[src/rtl/alu4_issuer.sv]
// ---------------------------------------------------------------------------
// alu4_issuer
//
// Queues ALU commands in a small FIFO and issues them one at a time to an
// external combinational 4-bit ALU. It then captures the ALU result and flags
// into a response register, which is held until the consumer accepts it.
//
// Ports
//   i_clk, i_rst_n      clock (rising edge) and asynchronous active-low reset
//   i_cmd_valid         command offered
//   o_cmd_ready         FIFO can accept (high iff not full)
//   i_cmd_op/a/b        opcode (3b) and operands (4b each) of the command
//   o_alu_a/b/op        registered operands/opcode presented to the ALU
//   i_alu_result        ALU result, combinational from o_alu_*
//   i_alu_carry/overflow/zero   ALU flags
//   o_rsp_valid         response held
//   i_rsp_ready         consumer accepts the response
//   o_rsp_result        captured result
//   o_rsp_flags         captured {carry, overflow, zero}
//   o_rsp_op            opcode that produced the response
//   o_issued_cnt        completed-operation count, wraps 255 -> 0
// ---------------------------------------------------------------------------
module alu4_issuer #(
    parameter int DEPTH = 4
) (
    input  logic       i_clk,
    input  logic       i_rst_n,
    input  logic       i_cmd_valid,
    output logic       o_cmd_ready,
    input  logic [2:0] i_cmd_op,
    input  logic [3:0] i_cmd_a,
    input  logic [3:0] i_cmd_b,
    output logic [3:0] o_alu_a,
    output logic [3:0] o_alu_b,
    output logic [2:0] o_alu_op,
    input  logic [3:0] i_alu_result,
    input  logic       i_alu_carry,
    input  logic       i_alu_overflow,
    input  logic       i_alu_zero,
    output logic       o_rsp_valid,
    input  logic       i_rsp_ready,
    output logic [3:0] o_rsp_result,
    output logic [2:0] o_rsp_flags,
    output logic [2:0] o_rsp_op,
    output logic [7:0] o_issued_cnt
);

    localparam int AW = (DEPTH > 1) ? $clog2(DEPTH) : 1;
    localparam logic [AW:0] PTR_ONE = 1;

    localparam logic [1:0] ST_IDLE  = 2'b00;
    localparam logic [1:0] ST_ISSUE = 2'b01;
    localparam logic [1:0] ST_HOLD  = 2'b10;

    // Command storage: {op, a, b}
    logic [10:0] r_mem [DEPTH];
    logic [AW:0] r_wr_ptr;
    logic [AW:0] r_rd_ptr;

    logic [1:0]  r_state;
    logic        r_run;
    logic [3:0]  r_alu_a;
    logic [3:0]  r_alu_b;
    logic [2:0]  r_alu_op;
    logic        r_rsp_valid;
    logic [3:0]  r_rsp_result;
    logic [2:0]  r_rsp_flags;
    logic [2:0]  r_rsp_op;
    logic [7:0]  r_issued_cnt;

    logic        w_full;
    logic        w_empty;
    logic        w_push;
    logic        w_pop;
    logic [1:0]  w_state_next;
    logic [10:0] w_head;

    // Extra pointer MSB distinguishes full (wrapped) from empty.
    assign w_empty = (r_wr_ptr == r_rd_ptr);
    assign w_full  = (r_wr_ptr[AW] != r_rd_ptr[AW]) &&
                     (r_wr_ptr[AW-1:0] == r_rd_ptr[AW-1:0]);

    assign o_cmd_ready = !w_full;

    // r_run is low only until the first edge after reset release, so an edge
    // that coincides with the deassertion can never push or pop. Capture
    // needs a prior pop, so it is covered by the same gate.
    assign w_push = i_cmd_valid && !w_full && r_run;

    assign w_head = r_mem[r_rd_ptr[AW-1:0]];

    always_comb begin
        w_pop        = 1'b0;
        w_state_next = r_state;
        case (r_state)
            ST_IDLE: begin
                if (r_run && !w_empty) begin
                    w_pop        = 1'b1;
                    w_state_next = ST_ISSUE;
                end
            end
            ST_ISSUE: begin
                w_state_next = ST_HOLD;
            end
            ST_HOLD: begin
                // rsp_valid is always set in HOLD, so ready alone completes it.
                if (i_rsp_ready) begin
                    if (!w_empty) begin
                        w_pop        = 1'b1;
                        w_state_next = ST_ISSUE;
                    end else begin
                        w_state_next = ST_IDLE;
                    end
                end
            end
            default: begin
                w_state_next = ST_IDLE;
            end
        endcase
    end

    // Storage array carries no reset; only the pointers define its contents.
    always_ff @(posedge i_clk) begin
        if (w_push) begin
            r_mem[r_wr_ptr[AW-1:0]] <= {i_cmd_op, i_cmd_a, i_cmd_b};
        end
    end

    always_ff @(posedge i_clk or negedge i_rst_n) begin
        if (!i_rst_n) begin
            r_state      <= ST_IDLE;
            r_run        <= 1'b0;
            r_wr_ptr     <= '0;
            r_rd_ptr     <= '0;
            r_alu_a      <= '0;
            r_alu_b      <= '0;
            r_alu_op     <= '0;
            r_rsp_valid  <= 1'b0;
            r_rsp_result <= '0;
            r_rsp_flags  <= '0;
            r_rsp_op     <= '0;
            r_issued_cnt <= '0;
        end else begin
            r_run   <= 1'b1;
            r_state <= w_state_next;

            if (w_push) begin
                r_wr_ptr <= r_wr_ptr + PTR_ONE;
            end

            // ALU inputs move only when a command leaves the FIFO.
            if (w_pop) begin
                r_rd_ptr <= r_rd_ptr + PTR_ONE;
                r_alu_op <= w_head[10:8];
                r_alu_a  <= w_head[7:4];
                r_alu_b  <= w_head[3:0];
            end

            if (r_state == ST_ISSUE) begin
                r_rsp_result <= i_alu_result;
                r_rsp_flags  <= {i_alu_carry, i_alu_overflow, i_alu_zero};
                r_rsp_op     <= r_alu_op;
                r_rsp_valid  <= 1'b1;
                r_issued_cnt <= r_issued_cnt + 8'd1;
            end else if ((r_state == ST_HOLD) && i_rsp_ready) begin
                r_rsp_valid  <= 1'b0;
            end
        end
    end

    assign o_alu_a      = r_alu_a;
    assign o_alu_b      = r_alu_b;
    assign o_alu_op     = r_alu_op;
    assign o_rsp_valid  = r_rsp_valid;
    assign o_rsp_result = r_rsp_result;
    assign o_rsp_flags  = r_rsp_flags;
    assign o_rsp_op     = r_rsp_op;
    assign o_issued_cnt = r_issued_cnt;

endmodule

[config.mk]
export PLATFORM = sky130hd
export DESIGN_NAME = alu4_issuer
export DESIGN_NICKNAME = d
export VERILOG_FILES = /design/src/rtl/alu4_issuer.sv
export SDC_FILE = /design/constraint.sdc
export NUM_CORES = 1
export LEC_CHECK = 0
export ABC_CLOCK_PERIOD_IN_PS = 2290
export BUFFER_PORTS_ARGS = -buffer_cell sky130_fd_sc_hd__buf_2
export CAP_MARGIN = 20
export CORE_MARGIN = 3
export CORE_UTILIZATION = 47
export CTS_CLUSTER_DIAMETER = 120
export DETAILED_ROUTE_END_ITERATION = 16
export PLACE_DENSITY = 0.68
export SLEW_MARGIN = 20
export SYNTH_ARGS = -nofsm -noshare
export SYNTH_HDL_FRONTEND = slang
export SYNTH_SLANG_ARGS = --single-unit
[constraint.sdc]
create_clock -name i_clk -period 2.29 [get_ports i_clk]
set_input_delay 0.1145 -clock i_clk [delete_from_list [all_inputs] [get_ports i_clk]]
set_output_delay 0.1145 -clock i_clk [all_outputs]
set_load 0.05 [all_outputs]
==> results.json, run 1 <==
{
  "r2r-end": "r_mem[3][1]",
  "synth_top_area_cell": "edfxtp_1",
  "synth.avg_cell_area_um2": 18.62,
  "grt_pass1_wl_um": 8914,
  "grt_pass1_vias": 1824,
  "gr-usage-all-layers_pct": 15.47,
  "min_period_ns": 1.913,
  "hold_viol": 0,
  "post_cts_resize_count": 0,
  "viasPerCell": 5.174,
  "insertedDiodeCount": 0,
  "ff_latch_area_mm2": 0.002297,
  "crit_slowest_cell": "dfrtp_1",
  "initial_utilization_pct": 49.59,
  "die-area_mm2": 0.007882,
  "antenna_found_initial": 0,
  "setup_ws_ns": 0.3769,
  "period_share_pct": 83.54,
  "max_freq_mhz": 522.7,
  "n_fill_cell": 496,
  "status": "completed",
  "wire_per_inst_um": 16.06,
  "synth_edf_count": 44,
  "setup.worst_path.end": "r_mem[3][1]",
  "cts_root_buffer": "clkbuf_8",
  "crit_path_start": "r_wr_ptr[1]",
  "crit_chain": "xnor2_1 > a31oi_1 > and2_1 > buf_12",
  "synth-main-ff-cell": "edfxtp_1",
  "row_count": 29,
  "drtAntennaViolNets": 0,
  "ys_warn_count": 0,
  "multi_input_area_um2": 883.3,
  "hold_buffers": 15,
  "synthDistinctLibCells": 26,
  "synth_nets": 201,
  "clock_skew_ns": 0.005738,
  "critPathLaunchType": "flip-flop",
  "cp_max_fo": 8,
  "worstReg2RegStart": "r_wr_ptr[1]",
  "die_y_um": 88.78,
  "netlist_instances": 173,
  "crit_type": "reg -> reg",
  "holdPathStages": 2,
  "drive_above_1_share_pct": 41.44,
  "cts_htree_levels": 3,
  "die_x_um": 88.78,
  "num_vias": 1759,
  "gp_congestion": 0.7113,
  "yosysTopAreaCellShare_pct": 41.03,
  "hp-class": "in -> reg",
  "postCtsSetupBuffers": 0,
  "clk_pin_slew_ns": 0.08,
  "setup_tns_ns": 0,
  "dpl.hpwl_um": 3609,
  "r2r_slack_ns": 0.38,
  "cts_buffers": 9,
  "clock-sinks": 83,
  "place_ws_ns": 0.3844,
  "cp-end-kind": "flip-flop",
  "ys_ff_latch": 83,
  "finalSetupViolCount": 0,
  "insertion_delay_ns": 0.34,
  "grt-ovfl-total": 0,
  "first_pass_iters": 5,
  "tightestPinTransition_ns": 0.8775,
  "cts_buffer_depth": 2,
  "first_iter_violations": 60,
  "area_growth_pct": 24.67,
  "slew-limit-headroom_pct": 41.50,
  "wl_um": 5462,
  "netlist_area_mm2": 0.003221,
  "grt_max_degree": 40,
  "route.detailed.drc": 0,
  "coreArea_mm2": 0.006495,
  "fin_nets": 286,
  "ys_async_sr_fraction_pct": 46.99,
  "reg2regPathDepth": 4,
  "cts_tree": "done",
  "ios": 53,
  "synth_area_leaders": "edfxtp_1, dfrtp_1, mux2_2",
  "cp.arrival_ns": 1.97,
  "p_leak_uw": 0.001648,
  "cp.required_ns": 2.35,
  "peakVddDrop_mv": 0.6629,
  "ys_seq_area_share_pct": 71.33,
  "rsz0062_at_grt": "no",
  "port_buffers": 52,
  "maxCapViolations": 0,
  "slew_viol_final": 0,
  "p_per_area_mw_per_mm2": 1476,
  "max_stage_delay_ns": 0.44
}
-- cells in the final DEF, fill, tap and decap left out, drive strengths merged, types with 2 or more instances in the layout --
| cell | n |
|---|---|
| dfrtp | 39 |
| a21oi | 2 |
| and2 | 4 |
| buf | 62 |
| bufinv | 2 |
| xnor2 | 10 |
| clkbuf | 11 |
| nand2 | 7 |
| dlygate4sd3 | 17 |
| clkinv | 3 |
| inv | 3 |
| mux2 | 23 |
| and3 | 2 |
| edfxtp | 44 |
| xor2 | 5 |
| nand3 | 3 |
| ha | 6 |
| mux4 | 11 |
-- stage by stage --
step	instance area, um^2	total power [uW]	cells	util, %	hold WS, ns
2_1_floorplan	3221	4241	173	-	-0.1811
3_3_place_gp	3636	4822	307	55.98	0.2922
3_5_place_dp	3636	4866	307	55.98	0.2972
4_1_cts	3995	5992	338	61.51	0.0009148
5_1_grt	4015	6284	340	61.82	0.003375
6_report	4015	5928	340	61.82	0.01170
-- critical path: cells and delay by family, from the launching register on --
family | cells | cell delay [ns]
flip-flops | 1 | 0.44
AO/OA/AOI/OAI | 1 | 0.39
AND/OR/NAND/NOR | 1 | 0.39
XOR/XNOR | 1 | 0.22
buffers and inverters | 1 | 0.18
-- Yosys cell counts (2+ instances only) --
library cell  number
and2_1             4
ha_1               6
dfrtp_1           39
mux2_2            23
inv_1              3
buf_2              2
clkbuf_1           2
and3_1             2
nand2_1            7
edfxtp_1          44
xnor2_1           10
xor2_1             5
nand3_1            3
mux4_2            10
a21oi_1            2
-- layer usage --
layer	up-vias	routed length [um]	GRT usage [%]
met3	9	250	4.004
li1	816	-	-
met4	0	84	6.868
met2	52	2772	26.11
met5	-	0	0
met1	882	2355	18.71
-- worst min path at each step --
| stage | from | to | slack (ns) |
|---|---|---|---|
| 2_1_floorplan | i_rst_n | o_alu_a[0] | -0.18 |
| 3_3_place_gp | i_rst_n | o_rsp_valid | 0.29 |
| 3_5_place_dp | i_rst_n | o_rsp_result[1] | 0.30 |
| 4_1_cts | i_alu_zero | o_rsp_flags[0] | 0.0009 |
| 5_1_grt | i_alu_result[1] | o_rsp_result[1] | 0.003 |
| 6_report | i_alu_result[1] | o_rsp_result[1] | 0.01 |
-- registers in the layout, indices dropped and copies added, names as in the netlist, 4 cells and up --
register and cells:
o_issued_cnt 8, o_alu_a 4, r_mem 44, o_rsp_result 4
o_alu_b 4
-- where the power goes --
part,total [uW],internal [uW],switching [uW],leakage (uW)
registers,2270,2000,266,0.000868
logic,2560,939,1620,0.000675
clock network,1100,612,490,0.000105
-- cell families after synthesis --
group / Yosys count / share of synthesized area, %
AO/OA/AOI/OAI: 6 / 1.710
XOR/XNOR: 15 / 4.079
adder cells (fa/ha/maj): 6 / 2.331
buffers and inverters: 8 / 1.243
flip-flops: 83 / 71.33
multiplexers: 35 / 16.16
other: 1 / 0.1164
AND/OR/NAND/NOR: 19 / 3.030
-- area by class of cell --
cell class / count / area share [%]
Clock buffer: 11 / 3.272
Inverter: 3 / 0.2805
Timing Repair Buffer: 79 / 12.90
Multi-Input combinational cell: 82 / 22.00
Tap cell: 77 / 2.400
Sequential cell: 83 / 57.21
Clock inverter: 5 / 1.932
Note: power is estimated with default switching activity, not from simulation.
==> run 2, diff against run 1 <==
ABC_CLOCK_PERIOD_IN_PS = 1900   (was 2290)
clock period = 1.9 ns   (was 2.29 ns; I/O delays follow)
==> run 2 against run 1 <==
- combinational power increased by 23%
- sequential cell count unchanged
- worst hold slack improved by 0.081 ns
- count of clock-buffer cells in the layout stayed put
- worst setup slack worse by 0.13 ns
- utilization rose by 1.0 points
- critical endpoint is now r_mem[3][7]
- largest power group unchanged
- highest routed layer unchanged
==> results.json, run 2 (synthesized netlist as in run 1, its figures left out) <==
{
  "fin_cells": 343,
  "coreArea_mm2": 0.006495,
  "rsz0062_at_grt": "no",
  "critPathLaunchType": "flip-flop",
  "crit_chain": "xnor2_1 > a31oi_1 > and2_1 > buf_12",
  "setup_tns_ns": 0,
  "grt-ovfl-total": 0,
  "cts_buffers": 9,
  "period_share_pct": 86.96,
  "largest_register_ffs": 44,
  "cp.arrival_ns": 1.70,
  "gp_congestion": 0.7380,
  "cts_buffer_depth": 2,
  "cts_tree": "done",
  "wl_um": 5266,
  "grt_max_degree": 40,
  "cp.required_ns": 1.95,
  "drtAntennaViolNets": 0,
  "pwr-share-seq_pct": 38.5,
  "p_int_uw": 4225,
  "port_buffers": 52,
  "ios": 53,
  "maxCapViolations": 0,
  "fin_nets": 289,
  "p_comb_share_pct": 44.6,
  "swShare_pct": 40.25,
  "area_growth_pct": 26.73,
  "cp-end-kind": "flip-flop",
  "dpl_cell_area_mm2": 0.003706,
  "die_y_um": 88.78,
  "finalSetupViolCount": 0,
  "dpl.hpwl_um": 3369,
  "min_period_ns": 1.652,
  "cts_htree_levels": 3,
  "first_pass_iters": 4,
  "p_leak_uw": 0.001671,
  "die-area_mm2": 0.007882,
  "crit_slowest_cell": "dfrtp_1",
  "viasPerCell": 4.953,
  "hold_buffers": 19,
  "pwr-share-clk_pct": 16.9,
  "wire_per_inst_um": 15.35,
  "setup_ws_ns": 0.2478,
  "post_cts_resize_count": 0,
  "p_sw_uw": 2847,
  "grt_pass1_vias": 1788,
  "route.detailed.drc": 0,
  "path_delay_family": "flip-flops",
  "clock-sinks": 83,
  "drive_above_1_share_pct": 41.73,
  "max_stage_delay_ns": 0.43,
  "grt_pass1_wl_um": 8783,
  "clock_skew_ns": 0.008858,
  "die_x_um": 88.78,
  "num_vias": 1699,
  "fin_area_mm2": 0.004081,
  "insertion_delay_ns": 0.34,
  "p_per_area_mw_per_mm2": 1733,
  "first_iter_violations": 82,
  "peakVddDrop_mv": 1.005,
  "antenna_found_initial": 0,
  "cp_num_cells": 4,
  "initial_utilization_pct": 49.59,
  "whs_ns": 0.09273,
  "crit_type": "reg -> reg",
  "final_cell_mix": "buf_2, edfxtp_1, dfrtp_1, mux2_2, dlygate4sd3_1",
  "place_inst": 308,
  "final_common_cell": "buf_2",
  "insertedDiodeCount": 0,
  "max_freq_mhz": 605.2,
  "reg2regPathDepth": 4,
  "row_count": 29,
  "place_ws_ns": 0.2337,
  "hold_viol": 0,
  "cts_root_buffer": "clkbuf_8",
  "cp_max_fo": 12,
  "gr-usage-all-layers_pct": 15.44,
  "crit_buf_inv": 1,
  "postCtsSetupBuffers": 0,
  "clk_pin_slew_ns": 0.08,
  "slew_viol_final": 0,
  "hp-class": "in -> reg",
  "status": "completed",
  "holdPathStages": 3
}
[run 2: power by group through the flow]
stage	Clock (uW)	Combinational (uW)	Sequential (uW)
3_5_place_dp	0	3170	2770
3_3_place_gp	0	3140	2760
4_1_cts	1230	3210	2730
5_1_grt	1330	3410	2800
2_1_floorplan	0	1330	3780
6_report	1200	3150	2720
[run 2: routing by layer]
| metal | up-vias | part of all wire, % | global-route usage, % |
|---|---|---|---|
| met1 | 831 | 44 | 18.37 |
| met5 | - | 0 | 0 |
| met4 | 0 | 1.3 | 6.593 |
| met3 | 6 | 4.7 | 4.004 |
| li1 | 816 | - | - |
| met2 | 46 | 50 | 26.52 |
[run 2: worst register-to-register path, cell delays in order (launching register included)]
cell     delay, ns
dfrtp_1       0.43
xnor2_1       0.20
a31oi_1       0.35
and2_1        0.23
buf_12        0.16
[run 2: final cells by class]
cell class | count | area [um^2]
repair buffers | 82 | 608.1
multi-input cells | 82 | 883.3
well taps | 77 | 96.34
clock buffers | 11 | 131.4
inverters | 3 | 11.26
fillers | 498 | 2414
flip-flops and latches | 83 | 2297
clock inverters | 5 | 53.80
[run 2: path summary, 6_finish.rpt]
kind | endpoint | slack (ns) | from
max | r_mem[3][7] | 0.25 | r_wr_ptr[1]
min reg2reg | o_issued_cnt[7] | 0.47 | o_issued_cnt[7]
min in group asynchronous | r_state[1] | 0.25 | i_rst_n
max reg2reg | r_mem[3][7] | 0.25 | r_wr_ptr[1]
min | r_state[1] | 0.09 | i_rsp_ready
max in group asynchronous | o_alu_b[1] | 1.46 | i_rst_n
[run 2: stage by stage]
| stage | utilization (%) | total power, uW |
|---|---|---|
| after floorplan | - | 5111 |
| after global placement | 57.06 | 5895 |
| after detailed placement | 57.06 | 5942 |
| after CTS | 62.84 | 7166 |
| after global routing | 62.84 | 7531 |
| final | 62.84 | 7072 |
